File: config.mk
export PLATFORM = sky130hd
export DESIGN_NAME = axi_intr_ctrl_multi
export DESIGN_NICKNAME = d
export VERILOG_FILES = /design/src/rtl/axi_intr_ctrl_pkg.sv /design/src/rtl/axi_intr_ctrl_multi_capture_lane.sv /design/src/rtl/axi_intr_ctrl_multi.sv
export SDC_FILE = /design/constraint.sdc
export NUM_CORES = 1
export LEC_CHECK = 0
export ABC_AREA = 1
export CELL_PAD_IN_SITES_DETAIL_PLACEMENT = 1
export CELL_PAD_IN_SITES_GLOBAL_PLACEMENT = 1
export CORE_ASPECT_RATIO = 1.1
export CORE_UTILIZATION = 24
export CTS_BUF_LIST = sky130_fd_sc_hd__clkbuf_2
export DETAILED_ROUTE_END_ITERATION = 8
export GPL_TIMING_DRIVEN = 0
export PLACE_DENSITY = 0.85
export SYNTH_ARGS = -nofsm -noshare
export SYNTH_HDL_FRONTEND = slang
export SYNTH_SLANG_ARGS = --single-unit
File: constraint.sdc
create_clock -name ACLK -period 1.4 [get_ports ACLK]
set_input_delay 0.28 -clock ACLK [delete_from_list [all_inputs] [get_ports ACLK]]
set_output_delay 0.28 -clock ACLK [all_outputs]
set_load 0.01 [all_outputs]
File: src/rtl/axi_intr_ctrl_pkg.sv
// Shared definitions for the multi-source AXI4-Lite interrupt controller:
// register word indices, response code and channel FSM states.
package axi_intr_ctrl_pkg;

  // Word index (byte address [4:2]) of each register
  localparam logic [2:0] REG_GIE    = 3'd0;
  localparam logic [2:0] REG_IER    = 3'd1;
  localparam logic [2:0] REG_STATUS = 3'd2;
  localparam logic [2:0] REG_ACK    = 3'd3;
  localparam logic [2:0] REG_PEND   = 3'd4;
  localparam logic [2:0] REG_MODE   = 3'd5;
  localparam logic [2:0] REG_ID     = 3'd6;

  localparam logic [1:0] OKAY = 2'b00;

  typedef enum logic {W_IDLE, W_RESP} wr_state_t;
  typedef enum logic {R_IDLE, R_DATA} rd_state_t;

endpackage

File: src/rtl/axi_intr_ctrl_multi_capture_lane.sv
// One interrupt channel: registered source (also the edge history),
// level/rising-edge capture and a pending bit where a new set beats a clear.
module intr_capture_lane (
  input  logic clk,
  input  logic rst_n,
  input  logic src,
  input  logic enable,
  input  logic edge_mode,
  input  logic clr,
  output logic status,
  output logic pend
);

  logic set;

  assign set = enable & (edge_mode ? (src & ~status) : src);

  always_ff @(posedge clk) begin
    if (!rst_n) begin
      status <= 1'b0;
      pend   <= 1'b0;
    end else begin
      status <= src;
      pend   <= (pend & ~clr) | set;
    end
  end

endmodule

File: src/rtl/axi_intr_ctrl_multi.sv
// AXI4-Lite interrupt controller aggregating up to 32 synchronous sources
// onto one irq line with per-channel edge/level capture and a pending-ID view.
module axi_intr_ctrl_multi
  import axi_intr_ctrl_pkg::*;
#(
  parameter int C_S_AXI_DATA_WIDTH = 32,
  parameter int C_S_AXI_ADDR_WIDTH = 5,
  parameter int C_NUM_OF_INTR      = 4,
  parameter int C_IRQ_SENSITIVITY  = 0,
  parameter int C_IRQ_ACTIVE_STATE = 1
) (
  input  logic                            ACLK,
  input  logic                            ARESETN,
  input  logic [C_S_AXI_ADDR_WIDTH-1:0]   S_AXI_AWADDR,
  input  logic [2:0]                      S_AXI_AWPROT,
  input  logic                            S_AXI_AWVALID,
  output logic                            S_AXI_AWREADY,
  input  logic [C_S_AXI_DATA_WIDTH-1:0]   S_AXI_WDATA,
  input  logic [C_S_AXI_DATA_WIDTH/8-1:0] S_AXI_WSTRB,
  input  logic                            S_AXI_WVALID,
  output logic                            S_AXI_WREADY,
  output logic [1:0]                      S_AXI_BRESP,
  output logic                            S_AXI_BVALID,
  input  logic                            S_AXI_BREADY,
  input  logic [C_S_AXI_ADDR_WIDTH-1:0]   S_AXI_ARADDR,
  input  logic [2:0]                      S_AXI_ARPROT,
  input  logic                            S_AXI_ARVALID,
  output logic                            S_AXI_ARREADY,
  output logic [C_S_AXI_DATA_WIDTH-1:0]   S_AXI_RDATA,
  output logic [1:0]                      S_AXI_RRESP,
  output logic                            S_AXI_RVALID,
  input  logic                            S_AXI_RREADY,
  input  logic [C_NUM_OF_INTR-1:0]        intr_src,
  output logic                            irq
);

  localparam int   N   = C_NUM_OF_INTR;
  localparam logic ACT = (C_IRQ_ACTIVE_STATE != 0);

  wr_state_t      wr_state_reg;
  rd_state_t      rd_state_reg;
  logic           aw_ready_reg, w_ready_reg, b_valid_reg, ar_ready_reg, r_valid_reg;
  logic [31:0]    r_data_reg;
  logic           gie_reg, any_reg, irq_reg;
  logic [N-1:0]   ier_reg, mode_reg, status, pend, clr, wmask;
  logic [31:0]    strb_mask, ier_ext, mode_ext, status_ext, pend_ext, id_word, rd_mux;
  logic [4:0]     pend_idx;
  logic [2:0]     wr_idx, rd_idx;
  logic           wr_en, any_next, irq_fire;

  genvar gi;
  for (gi = 0; gi < 32; gi++) begin : g_strb
    assign strb_mask[gi] = S_AXI_WSTRB[gi/8];
  end

  assign wmask  = strb_mask[N-1:0];
  assign wr_idx = S_AXI_AWADDR[4:2];
  assign rd_idx = S_AXI_ARADDR[4:2];
  // Both readies are only ever high together in W_IDLE, so this marks the handshake edge
  assign wr_en  = aw_ready_reg & (wr_state_reg == W_IDLE);
  assign clr    = (wr_en && wr_idx == REG_ACK) ? (S_AXI_WDATA[N-1:0] & wmask) : '0;

  for (gi = 0; gi < N; gi++) begin : g_lane
    intr_capture_lane u_lane (
      .clk       (ACLK),
      .rst_n     (ARESETN),
      .src       (intr_src[gi]),
      .enable    (ier_reg[gi]),
      .edge_mode (mode_reg[gi]),
      .clr       (clr[gi]),
      .status    (status[gi]),
      .pend      (pend[gi])
    );
  end

  always_ff @(posedge ACLK) begin
    if (!ARESETN) begin
      gie_reg  <= 1'b0;
      ier_reg  <= '0;
      mode_reg <= '0;
    end else if (wr_en) begin
      case (wr_idx)
        REG_GIE:  if (S_AXI_WSTRB[0]) gie_reg <= S_AXI_WDATA[0];
        REG_IER:  ier_reg  <= (ier_reg & ~wmask) | (S_AXI_WDATA[N-1:0] & wmask);
        REG_MODE: mode_reg <= (mode_reg & ~wmask) | (S_AXI_WDATA[N-1:0] & wmask);
        default:  ;
      endcase
    end
  end

  always_ff @(posedge ACLK) begin
    if (!ARESETN) begin
      wr_state_reg <= W_IDLE;
      aw_ready_reg <= 1'b0;
      w_ready_reg  <= 1'b0;
      b_valid_reg  <= 1'b0;
    end else begin
      case (wr_state_reg)
        W_IDLE: begin
          if (aw_ready_reg) begin
            aw_ready_reg <= 1'b0;
            w_ready_reg  <= 1'b0;
            b_valid_reg  <= 1'b1;
            wr_state_reg <= W_RESP;
          end else if (S_AXI_AWVALID && S_AXI_WVALID && !b_valid_reg) begin
            aw_ready_reg <= 1'b1;
            w_ready_reg  <= 1'b1;
          end
        end
        W_RESP: begin
          if (S_AXI_BREADY) begin
            b_valid_reg  <= 1'b0;
            wr_state_reg <= W_IDLE;
          end
        end
      endcase
    end
  end

  always_comb begin
    pend_idx = '0;
    for (int i = N - 1; i >= 0; i--) begin
      if (pend[i]) pend_idx = 5'(i);
    end
  end

  always_comb begin
    ier_ext    = '0;
    mode_ext   = '0;
    status_ext = '0;
    pend_ext   = '0;
    ier_ext[N-1:0]    = ier_reg;
    mode_ext[N-1:0]   = mode_reg;
    status_ext[N-1:0] = status;
    pend_ext[N-1:0]   = pend;
  end

  assign id_word = {|pend, 26'b0, pend_idx};

  always_comb begin
    rd_mux = '0;
    case (rd_idx)
      REG_GIE:    rd_mux = {31'b0, gie_reg};
      REG_IER:    rd_mux = ier_ext;
      REG_STATUS: rd_mux = status_ext;
      REG_PEND:   rd_mux = pend_ext;
      REG_MODE:   rd_mux = mode_ext;
      REG_ID:     rd_mux = id_word;
      default:    rd_mux = '0;
    endcase
  end

  always_ff @(posedge ACLK) begin
    if (!ARESETN) begin
      rd_state_reg <= R_IDLE;
      ar_ready_reg <= 1'b0;
      r_valid_reg  <= 1'b0;
      r_data_reg   <= '0;
    end else begin
      case (rd_state_reg)
        R_IDLE: begin
          if (ar_ready_reg) begin
            ar_ready_reg <= 1'b0;
            r_valid_reg  <= 1'b1;
            r_data_reg   <= rd_mux;
            rd_state_reg <= R_DATA;
          end else if (S_AXI_ARVALID && !r_valid_reg) begin
            ar_ready_reg <= 1'b1;
          end
        end
        R_DATA: begin
          if (S_AXI_RREADY) begin
            r_valid_reg  <= 1'b0;
            rd_state_reg <= R_IDLE;
          end
        end
      endcase
    end
  end

  // Pulse mode fires only on the rising edge of the aggregated request
  assign any_next = gie_reg & (|pend);
  assign irq_fire = (C_IRQ_SENSITIVITY == 0) ? any_next : (any_next & ~any_reg);

  always_ff @(posedge ACLK) begin
    if (!ARESETN) begin
      any_reg <= 1'b0;
      irq_reg <= ~ACT;
    end else begin
      any_reg <= any_next;
      irq_reg <= irq_fire ? ACT : ~ACT;
    end
  end

  assign S_AXI_AWREADY = aw_ready_reg;
  assign S_AXI_WREADY  = w_ready_reg;
  assign S_AXI_BVALID  = b_valid_reg;
  assign S_AXI_BRESP   = OKAY;
  assign S_AXI_ARREADY = ar_ready_reg;
  assign S_AXI_RVALID  = r_valid_reg;
  assign S_AXI_RDATA   = r_data_reg;
  assign S_AXI_RRESP   = OKAY;
  assign irq           = irq_reg;

  logic unused_ok;
  assign unused_ok = ^{S_AXI_AWPROT, S_AXI_ARPROT, S_AXI_AWADDR, S_AXI_ARADDR,
                       S_AXI_WDATA, strb_mask};

endmodule
==> impl_metrics.csv <==
group,metric,value,unit
place,port_buffers,30,
grt,grt-ovfl-total,0,
grt,grt_antenna_before_repair,0,
synth,yosys-top-cells-area,"dfxtp_1, buf_4, nand2_1",
cts,clockRootBuffer,"clkbuf_2",
final_layout,finalInstanceArea,2110,um^2
routing,wire_per_inst,10.2,um
routing,num_vias,1505,
timing,maxSlewViolCount,0,
critical_path,reg2reg_to,"g_lane[2].u_lane.pend",
flow_run,max_cap_violations,0,
synth,ys_warn_count,0,
cts,post_cts_resized,13,
synth,syn_avg_cell_area,7.00,um^2
final_layout,seq_area,604,um^2
synth,synthArstFlopShare,0,%
critical_path,crit_path_start_kind,"flip-flop",
routing,drtPass1Iterations,3,
critical_path,worstPathMaxFanout,4,
cts,postCtsSetupRepairBufs,0,
grt,grt_max_degree,11,
critical_path,r2r_cells,6,
timing,rsz0062_at_grt,"false",
floorplan,core_area,6230,um^2
floorplan,die-area,6860,um^2
critical_path,critPathLaunch,"S_AXI_AWREADY",
place,pre_cts_ws,-335,ps
power,power.leakage,1.03,nW
critical_path,cp_num_cells,1,
synth,yosysMostFrequentCell,"nand2_1",
place,place_area,2080,um^2
grt,grt_pass1_vias,1403,
place,dp_hpwl,3.16,mm
timing,finalCriticalPeriod,1300,ps
cts,clkTransAtPathRegs,160,ps
timing,fin_crit_sh,92.9,%
worst_hold_path,hold_path_class,"in2reg",
critical_path,cp-endpoint,"S_AXI_AWREADY",
synth,syn_area,1570,um^2
floorplan,die_w,79.1,um
critical_path,timing.rr.start,"wr_state_reg",
place,dp_cells,364,
final_layout,n_fill_cell,820,
run_status,outcome,"finished clean",
synth,synth_cell_types,19,
synth,synth_area_leader_cell,"dfxtp_1",
floorplan,ios,105,
routing,drt_iter0_markers,31,
critical_path,cp_slowest_cell,"dfxtp_2",
critical_path,path_buf_inv,1,
final_layout,nNetsFinal,354,
synth,syn_inst,224,
synth,yosysSeqAreaShare,38.3,%
synth,synth-edff-count,0,
synth,synth_seq_cells,30,
place,place.gp.congestion,0.801,
critical_path,reg2reg_slack,160,ps
routing,drc_errors,0,
routing,ant_nets,0,
timing,worst_pin_slew,567,ps
timing,setup_violations,0,
cts,insertion_delay,360,ps
timing,skew,4.89,ps
critical_path,arrival,1020,ps
cts,cts_tree,"yes",
final_layout,utilization,33.9,%
synth,ys.flop_type,"dfxtp_1",
timing,max_freq,769,MHz
critical_path,crit_chain,"dlygate4sd2_1",
final_layout,drive_above_1_share,18.2,%
timing,worst_slack,99.4,ps
cts,numCtsBuffers,5,
routing,via_per_inst,4.05,
timing,max-slew-margin-rel,62.2,%
synth,synth_commonest_cells,"nand2_1, buf_4, dfxtp_1",
critical_path,endpoint_kind,"primary output",
timing,finalHoldViolCount,0,
power,pwr_density_cell,785,nW/um^2
floorplan,initial_utilization,25.2,%
final_layout,syn2layout_area_growth,34.6,%
floorplan,die_y,86.8,um
grt,grt_pass1_wl,6.17,mm
grt,track_usage,11.7,%
cts,cts_htree_levels,2,
critical_path,worstSetupPathType,"reg2out",
critical_path,cp_top_family,"flip-flops",
final_layout,multi_input_area,714,um^2
critical_path,required,1120,ps
synth,synth_top_area_share,38.3,%
final_layout,fin_cells,372,
cts,clock-sinks,30,
cts,ctsHoldBuffers,0,
routing,wirelength,3.79,mm
timing,timing.setup.tns,0,ps
cts,clock_path_buffers,2,
final_layout,insertedDiodeCount,0,
power,peakVddDrop,218,uV
floorplan,rows,30,
critical_path,critical_path.max_stage_delay,370,ps
==> layout make-up <==
cell class | instances | share of cell area [%]
Tap cell | 80 | 4.74
Timing Repair Buffer | 30 | 13.6
Clock buffer | 6 | 1.42
Clock inverter | 2 | 0.415
Sequential cell | 30 | 28.6
Multi-Input combinational cell | 159 | 33.9
Inverter | 30 | 5.34
Buffer | 35 | 12.0
==> stage by stage <==
step                      hold slack [ps]  total power, mW
after CTS                             404             1.68
after detailed placement              451             1.25
final                                 419             1.66
after floorplan                       373             1.13
after global placement                440             1.24
after global routing                  401             1.76
==> layer usage <==
metal | global-route usage (%) | vias to the layer above | routed length, um
li1 | - | 787 | -
met1 | 13.7 | 671 | 1660
met2 | 20.1 | 42 | 1870
met3 | 4.11 | 5 | 224
met4 | 3.47 | 0 | 33
met5 | 0 | - | 0
==> worst min path at each step <==
stage | from | endpoint | slack, ps | depth (start not counted)
floorplan | intr_src[0] | g_lane[0].u_lane.status | 370 | 2
global placement | S_AXI_WREADY | S_AXI_WREADY | 440 | 2
detailed placement | S_AXI_WREADY | S_AXI_WREADY | 450 | 2
CTS | S_AXI_ARADDR[2] | S_AXI_RDATA[2] | 400 | 5
global route | S_AXI_ARADDR[2] | S_AXI_RDATA[2] | 400 | 5
finish | S_AXI_ARADDR[2] | S_AXI_RDATA[2] | 420 | 5
==> logic make-up after synthesis <==
| kind of cell | Yosys count | share of synthesized area (%) |
|---|---|---|
| flip-flops | 30 | 38.3 |
| AND/OR/NAND/NOR | 95 | 26.9 |
| AO/OA/AOI/OAI | 33 | 11.3 |
| buffers and inverters | 65 | 23.3 |
| other | 1 | 0.239 |
==> tightest hold or removal path, delay by kind of cell <==
kind,cells,cell delay [ps]
simple gates,3,290
buf+inv,1,150
compound gates,1,40
==> report_power, final <==
part	internal (mW)	leakage, nW	switching, mW
sequential	0.886	0.245	0.0200
combinational	0.153	0.759	0.166
clock	0.123	0.0304	0.308
total	1.16	1.03	0.494
==> cell usage in the layout, fill, tap and decap left out, types with 14 or more instances in the layout <==
master / n
conb_1: 31
clkdlybuf4s50_1: 19
dfxtp_1: 27
nor2_1: 24
inv_1: 27
o21ai_0: 14
buf_4: 32
nand2_1: 41
a21oi_1: 15
(Power assumes the default switching activity.)
